## src/rtl/seq_alu.sv

```systemverilog
// Sequential ALU: single-cycle logic/arithmetic ops plus an optional multi-cycle shift-add MUL.
// Define SEQ_ALU_MUL_EN to build the iterative multiplier; otherwise MUL returns 0 and pulses op_err.
module seq_alu #(
    parameter int WIDTH = 16
) (
    input  logic             clk,
    input  logic             rst,
    input  logic             in_valid,
    output logic             in_ready,
    input  logic [2:0]       op,
    input  logic             flags_en,
    input  logic [WIDTH-1:0] src,
    input  logic [WIDTH-1:0] dst,
    output logic             out_valid,
    output logic [WIDTH-1:0] result,
    output logic [3:0]       ccr,
    output logic             op_err
);

    localparam logic [2:0] OP_PASS = 3'b000;
    localparam logic [2:0] OP_ADD  = 3'b001;
    localparam logic [2:0] OP_NOT  = 3'b010;
    localparam logic [2:0] OP_SUB  = 3'b011;
    localparam logic [2:0] OP_AND  = 3'b100;
    localparam logic [2:0] OP_OR   = 3'b101;
    localparam logic [2:0] OP_XOR  = 3'b110;
    localparam logic [2:0] OP_MUL  = 3'b111;

    logic             w_accept;
    logic [WIDTH:0]   w_sum;
    logic [WIDTH:0]   w_diff;
    logic [WIDTH-1:0] w_res;
    logic             w_c;
    logic             w_v;
    logic             r_out_valid;
    logic [WIDTH-1:0] r_result;
    logic [3:0]       r_ccr;

    assign w_accept  = in_valid && in_ready;
    // Extra top bit carries the ADD carry-out / SUB borrow.
    assign w_sum     = {1'b0, dst} + {1'b0, src};
    assign w_diff    = {1'b0, dst} - {1'b0, src};
    assign out_valid = r_out_valid;
    assign result    = r_result;
    assign ccr       = r_ccr;

    // NOTE: every always_comb output gets a default first so no path leaves it unassigned (no latch).
    always_comb begin
        w_res = '0;
        w_c   = 1'b0;
        w_v   = 1'b0;
        case (op)
            OP_PASS: w_res = dst;
            OP_ADD: begin
                w_res = w_sum[WIDTH-1:0];
                w_c   = w_sum[WIDTH];
                w_v   = (dst[WIDTH-1] == src[WIDTH-1]) && (w_sum[WIDTH-1] != dst[WIDTH-1]);
            end
            OP_NOT:  w_res = ~src;
            OP_SUB: begin
                w_res = w_diff[WIDTH-1:0];
                w_c   = w_diff[WIDTH];
                w_v   = (dst[WIDTH-1] != src[WIDTH-1]) && (w_diff[WIDTH-1] != dst[WIDTH-1]);
            end
            OP_AND:  w_res = dst & src;
            OP_OR:   w_res = dst | src;
            OP_XOR:  w_res = dst ^ src;
            default: w_res = '0;
        endcase
    end

`ifdef SEQ_ALU_MUL_EN
    localparam int CW = $clog2(WIDTH);

    typedef enum logic {ST_IDLE, ST_MUL} state_t;

    state_t           r_state;
    state_t           w_state_next;
    logic [CW-1:0]    r_cnt;
    logic [WIDTH-1:0] r_acc;
    logic [WIDTH-1:0] r_mcand;
    logic [WIDTH-1:0] r_mplier;
    logic             r_mul_fe;
    logic             w_mul_last;
    logic [WIDTH-1:0] w_acc_next;

    assign op_err     = 1'b0;
    assign w_mul_last = (r_state == ST_MUL) && (r_cnt == CW'(WIDTH - 1));
    assign w_acc_next = r_acc + (r_mplier[0] ? r_mcand : '0);

    always_ff @(posedge clk or posedge rst) begin
        if (rst) r_state <= ST_IDLE;
        else     r_state <= w_state_next;
    end

    always_comb begin
        w_state_next = r_state;
        case (r_state)
            ST_IDLE: if (w_accept && op == OP_MUL) w_state_next = ST_MUL;
            ST_MUL:  if (w_mul_last)               w_state_next = ST_IDLE;
            default: w_state_next = ST_IDLE;
        endcase
    end

    always_comb begin
        in_ready = (r_state == ST_IDLE);
    end

    // The accept edge already performs iteration 0, so WIDTH-1 more follow in ST_MUL.
    always_ff @(posedge clk or posedge rst) begin
        if (rst) begin
            r_out_valid <= 1'b0;
            r_result    <= '0;
            r_ccr       <= '0;
            r_cnt       <= '0;
            r_acc       <= '0;
            r_mcand     <= '0;
            r_mplier    <= '0;
            r_mul_fe    <= 1'b0;
        end else begin
            r_out_valid <= 1'b0;
            if (r_state == ST_MUL) begin
                r_acc    <= w_acc_next;
                r_mcand  <= r_mcand << 1;
                r_mplier <= r_mplier >> 1;
                r_cnt    <= r_cnt + CW'(1);
                if (w_mul_last) begin
                    r_result    <= w_acc_next;
                    r_out_valid <= 1'b1;
                    if (r_mul_fe) r_ccr[1:0] <= {w_acc_next[WIDTH-1], ~|w_acc_next};
                end
            end
            if (w_accept) begin
                if (op == OP_MUL) begin
                    r_acc    <= src[0] ? dst : '0;
                    r_mcand  <= dst << 1;
                    r_mplier <= src >> 1;
                    r_cnt    <= CW'(1);
                    r_mul_fe <= flags_en;
                end else begin
                    r_result    <= w_res;
                    r_out_valid <= 1'b1;
                    if (flags_en && op != OP_PASS) r_ccr <= {w_c, w_v, w_res[WIDTH-1], ~|w_res};
                end
            end
        end
    end
`else
    logic r_op_err;

    assign in_ready = 1'b1;
    assign op_err   = r_op_err;

    always_ff @(posedge clk or posedge rst) begin
        if (rst) begin
            r_out_valid <= 1'b0;
            r_op_err    <= 1'b0;
            r_result    <= '0;
            r_ccr       <= '0;
        end else begin
            r_out_valid <= 1'b0;
            r_op_err    <= 1'b0;
            if (w_accept) begin
                r_out_valid <= 1'b1;
                if (op == OP_MUL) begin
                    r_result <= '0;
                    r_op_err <= 1'b1;
                end else begin
                    r_result <= w_res;
                    if (flags_en && op != OP_PASS) r_ccr <= {w_c, w_v, w_res[WIDTH-1], ~|w_res};
                end
            end
        end
    end
`endif

endmodule
```

## config.mk

```make
export PLATFORM = sky130hd
export DESIGN_NAME = seq_alu
export DESIGN_NICKNAME = d
export VERILOG_FILES = /design/src/rtl/seq_alu.sv
export SDC_FILE = /design/constraint.sdc
export NUM_CORES = 1
export LEC_CHECK = 0
export CORE_ASPECT_RATIO = 1.2
export CORE_UTILIZATION = 60
export DETAILED_ROUTE_END_ITERATION = 16
export PLACE_DENSITY_LB_ADDON = 0.12
export SETUP_SLACK_MARGIN = 0.15
export SLEW_MARGIN = 20
export SYNTH_ARGS = -nofsm -noshare
export SYNTH_HDL_FRONTEND = slang
export SYNTH_SLANG_ARGS = --single-unit
```

## constraint.sdc

```tcl
create_clock -name clk -period 1.8 [get_ports clk]
set_input_delay 0.18 -clock clk [delete_from_list [all_inputs] [get_ports clk]]
set_output_delay 0.18 -clock clk [all_outputs]
set_load 0.01 [all_outputs]
```

==> results of run 1 <==
-- cell families after synthesis --
group	after synthesis	synth area share [%]
XOR/XNOR	6	1.31
AO/OA/AOI/OAI	175	31.7
multiplexers	20	6.02
other	1	0.0934
adder cells (fa/ha/maj)	53	16.9
AND/OR/NAND/NOR	158	20.7
flip-flops	22	13.7
buffers and inverters	89	9.57
-- metrics by stage --
| stage | area, µm² | hold slack, ps | setup WS (ps) |
|---|---|---|---|
| 3_3_place_gp | 6140 | 465 | -1420 |
| 3_5_place_dp | 6140 | 522 | -1670 |
| 2_1_floorplan | 4290 | 169 | -690 |
==> Flow_metrics.wiki, run 1 <==
{| class="wikitable"
! Metric !! Value
|-
| Final HPWL from detailed placement || 15.1 mm
|-
| Die width || 76.7 µm
|-
| Tool Error || [ERROR DPL-0038] Utilization greater than 100%, impossible to legalize
|-
| Global placement routability congestion || 1.12
|-
| Run status || aborted with a tool error
|-
| Count of boundary I/O pins || 62
|-
| Biggest area consumer among synthesized cells || ha_1
|-
| Distinct cell type count after synthesis || 82
|-
| DP Cell Count || 808
|-
| Post-Syn Instances || 524
|-
| Leading post-synthesis cells by instance count || 51 x ha_1, 50 x inv_1, 43 x a21oi_1, 43 x nor2_1, 26 x nand2_1
|-
| Post CTS Setup Buffer Count || 41
|-
| Async set-reset flop share out of synthesis || 100%
|-
| Number of H-tree levels || 1
|-
| PortBufs || 60
|-
| Portion of synthesized cell area occupied by the leading cell type || 15.9%
|-
| Number of sinks driven by the clock tree || 22
|-
| Initial Util || 62.3%
|-
| Synthesized area per cell || 7.66 µm²
|-
| Share of the yosys chip area belonging to registers || 13.7%
|-
| Total of flip-flops plus latches after synthesis || 22
|-
| Count of hold buffers inserted by post-cts repair || 0
|-
| Total CTS buffers || 3
|-
| Main flop type after synthesis || dfrtp_1
|-
| Site row count || 32
|-
| Yosys warns || 0
|-
| Max Buffers Root-to-Sink || 2
|-
| Number of enable-type register cells in the synthesized netlist || 0
|-
| Number of resized instances in the post-cts repair step || 256
|-
| Leading cell type by number of instances after synthesis || ha_1
|-
| Area of the mapped netlist || 0.00401 mm²
|-
| Post-Syn Nets || 616
|-
| Cell at the root of the clock tree || clkbuf_8
|-
| Die height || 91.6 µm
|-
| Last stage the flow got to || 4_1_cts
|-
| Synth top area cells || ha_1 16%, dfrtp_1 14%, a21oi_1 5.4%, inv_1 4.7%, nor2_1 4.0%
|}
==> run 2, diff against run 1 <==
==> config.mk (replaced) <==
export PLATFORM = sky130hd
export DESIGN_NAME = seq_alu
export DESIGN_NICKNAME = d
export VERILOG_FILES = /design/src/rtl/seq_alu.sv
export SDC_FILE = /design/constraint.sdc
export NUM_CORES = 1
export LEC_CHECK = 0
export CORE_UTILIZATION = 40
export DETAILED_ROUTE_END_ITERATION = 16
export PLACE_DENSITY_LB_ADDON = 0.15
export SLEW_MARGIN = 20
export SYNTH_ARGS = -nofsm -noshare
export SYNTH_HDL_FRONTEND = slang
export SYNTH_SLANG_ARGS = --single-unit
==> Flow_metrics.wiki, run 2 <==
{| class="wikitable"
! Metric !! Value
|-
| Family with the most delay on the worst path || compound AO/OA/AOI/OAI gates
|-
| Number of cells traversed by the worst register-to-register path || 2
|-
| Run status || finished, violations left
|-
| Die area || 0.0104 mm²
|-
| Unrepaired setup endpoints after global routing || true
|-
| Largest stage delay, worst path || 350 ps
|-
| Area of the mapped netlist || 0.00401 mm²
|-
| Part of the total power dissipated in sequential elements || 18.0%
|-
| Reg2reg end || result[12]$_DFFE_PP0P_
|-
| Portion of netlist area occupied by mux cells || 6.02%
|-
| Leading cell type by number of instances after synthesis || ha_1
|-
| Total of flip-flops plus latches after synthesis || 22
|-
| Distinct cell type count after synthesis || 82
|-
| Internal power summed over all cells || 2.03 mW
|-
| Overall Global Routing Usage || 29.7%
|-
| Die width || 102 µm
|-
| Post-synthesis to final-layout area growth || 79.8%
|-
| PortBufs || 60
|-
| Startpoint of the worst-slack reg-to-reg timing path || result[12]$_DFFE_PP0P_
|-
| Highest achievable clock rate || 0.386 GHz
|-
| Worst setup slack after layout || -788 ps
|-
| Clock tree from TritonCTS || done
|-
| Multi-input gate area || 0.00394 mm²
|-
| Sequential cell area || 551 µm²
|-
| Final-report max-slew violation count || 0
|-
| Maximum fanout encountered on the critical timing path || 4
|-
| Period utilization || 144%
|-
| Core Util, Final || 74.2%
|-
| Wirelength, routed || 15.9 mm
|-
| Antenna fix cells || 0
|-
| Share of the yosys chip area belonging to registers || 13.7%
|-
| Ratio of routed vias to standard cells || 5.64
|-
| Post-Syn Nets || 616
|-
| Via count of the first global-routing pass || 4807
|-
| Switching Power || 1.30 mW
|-
| Setup Crit Path Kind || primary input to register
|-
| Most frequent cells in the layout || 186 x buf_4, 39 x nor2_1, 34 x clkdlybuf4s50_1, 30 x ha_1, 28 x inv_1
|-
| Global placement routability congestion || 0.943
|-
| Minimum clock period || 2590 ps
|-
| Die height || 102 µm
|-
| Endpoint required time on the critical path || 2010 ps
|-
| Number of enable-type register cells in the synthesized netlist || 0
|-
| Count of buffering cells on the critical path with inverters included || 2
|-
| Post-synthesis share of cell area spent on xor and xnor gates || 1.31%
|-
| Maximum Capacitance Violations || 0
|-
| Max Buffers Root-to-Sink || 2
|-
| Async set-reset flop share out of synthesis || 100%
|-
| Synth top area cells || ha_1 16%, dfrtp_1 14%, a21oi_1 5.4%, inv_1 4.7%, nor2_1 4.0%
|-
| Avg WL per Cell || 17.8 µm
|-
| Number of nets in the layout || 852
|-
| Number of H-tree levels || 1
|-
| Proportion of power drawn by combinational gates || 68.2%
|-
| Crit start category || primary input
|-
| Clk_lat worst skew || 260 ps
|-
| Finish-stage setup viols || 17
|-
| Global route total overflow || 0
|-
| Hold Violations, Final || 0
|-
| Detailed-route via count || 5030
|-
| Hold Path Class || primary input to async pin
|-
| Drt first pass iters || 5
|-
| Global-route wire length before repair || 24.2 mm
|-
| Power share of the clock group || 13.8%
|-
| Synthesized area per cell || 7.66 µm²
|-
| Residual antenna-violating net count after detailed routing || 0
|-
| Final HPWL from detailed placement || 12.1 mm
|-
| Count of boundary I/O pins || 62
|-
| Compound-gate portion of the synthesized area || 31.7%
|-
| Crit path capture type || register
|-
| Library cell contributing the largest single delay on the critical path || fa_2
|-
| Flop-to-flop setup slack || 940 ps
|-
| Core ar. || 0.00973 mm²
|-
| Clock slew seen by the registers of the worst setup and hold paths || 80 ps
|-
| Yosys warns || 0
|-
| Main flop type after synthesis || dfrtp_1
|-
| Clock skew after layout || 0 ps
|-
| Most common library cell in the layout ignoring fill and taps || buf_4
|-
| Leading post-synthesis cells by instance count || 51 x ha_1, 50 x inv_1, 43 x a21oi_1, 43 x nor2_1, 26 x nand2_1
|-
| Worst ir drop on vdd || 0.543 mV
|-
| Main combinational cell family by area after synthesis || compound AO/OA/AOI/OAI gates
|-
| Count of filler cells inserted in the layout || 736
|-
| Cell at the root of the clock tree || clkbuf_8
|-
| DR iter-0 viols || 260
|-
| Initial antenna violation count || 0
|-
| Number of sinks driven by the clock tree || 22
|-
| Post-Syn Instances || 524
|-
| Failing checks || negative setup slack
|-
| Number of DRC violations after detailed routing || 0
|-
| Synth Area in Adders || 16.9%
|-
| Portion of synthesized cell area occupied by the leading cell type || 15.9%
|-
| CP arrival || 2790 ps
|-
| CP Cell Sequence || buf_8 > ha_4 > inv_4 > fa_2 > and2b_2 > o31a_1 > o31ai_4 > a221o_1 > a211o_1 > a22oi_2 > nand4_1 > nor4b_2 > a22o_1
|-
| DP Cell Count || 865
|-
| Post-synthesis simple-gate area fraction || 20.7%
|-
| Pleak || 3.22 nW
|-
| Post-layout instance count excluding filler cells || 892
|-
| Largest net degree at the start of global routing || 33
|-
| Ratio of cells with drive above 1 in the final layout || 50.2%
|-
| Flip-flop count of the largest register after layout || 16
|-
| Biggest area consumer among synthesized cells || ha_1
|-
| Sw Share || 39.0%
|-
| Total CTS buffers || 3
|-
| Initial Util || 41.3%
|-
| Site row count || 36
|-
| Power density over cell area || 460 mW/mm²
|}
[run 2: cell counts after synthesis]
No cell type changed its count.
[run 2: cell type report]
cell class / count / share of cell area (%)
Multi-Input combinational cell: 413 / 54.6
Tap cell: 133 / 2.31
Inverter: 51 / 3.05
Clock inverter: 1 / 0.416
Sequential cell: 22 / 7.63
Timing Repair Buffer: 269 / 31.4
Clock buffer: 3 / 0.572
[run 2: routing by layer]
layer	wire length (µm)	global-route usage (%)	vias up
li1	-	-	2394
met1	6820	40.1	2399
met2	7680	49.9	210
met3	1090	3.76	27
met4	278	7.69	0
met5	0	0	-
[run 2: cell families after synthesis]
family / after synthesis
compound gates: 175
simple gates: 158
buf+inv: 89
fa+ha+maj: 53
flops: 22
mux: 20
xor+xnor: 6
other cells: 1
[run 2: worst max path at each step]
stage / from / endpoint / slack [ps] / cells after the start
6_report: src[0] / ccr[0]$_DFFE_PP0P_ / -790 / 13
4_1_cts: dst[0] / ccr[0]$_DFFE_PP0P_ / -770 / 15
3_5_place_dp: src[1] / ccr[0]$_DFFE_PP0P_ / -1580 / 12
2_1_floorplan: src[0] / ccr[0]$_DFFE_PP0P_ / -690 / 12
3_3_place_gp: src[1] / ccr[0]$_DFFE_PP0P_ / -1450 / 13
5_1_grt: src[0] / ccr[0]$_DFFE_PP0P_ / -890 / 13
[run 2: worst reg2reg max path, cell delays in order (launching register included)]
cell and delay [ps]:
dfrtp_1 400, nor2b_1 150, a31o_4 220
[run 2: timing repair]
item / CTS / global route
endpoints found under the setup margin: 19 / 17
pin swaps: 67 / 50
hold buffers: 0 / 0
gates resized for setup: 178 / 67
buffers inserted: 22 / 13
[run 2: metrics by stage]
step	worst slack [ps]	TNS [ps]	area (µm²)	power [mW]	hold WS, ps
3_3_place_gp	-1450	-19530	6270	2.40	473
6_report	-788	-6000	7220	3.32	244
2_1_floorplan	-691	-3540	4280	1.54	169
5_1_grt	-888	-7170	7220	3.50	275
3_5_place_dp	-1580	-20560	6270	2.44	480
4_1_cts	-770	-6490	6910	3.14	258
[run 2: power groups by stage]
stage          Sequential [mW]  Clock (mW)  Combinational, mW
6_report                 0.598       0.459               2.27
5_1_grt                  0.605       0.483               2.42
4_1_cts                  0.598       0.454               2.09
3_5_place_dp             0.606           0               1.83
3_3_place_gp             0.603           0               1.80
2_1_floorplan            0.633           0              0.908
No activity file was read; power rests on OpenSTA's default activity.
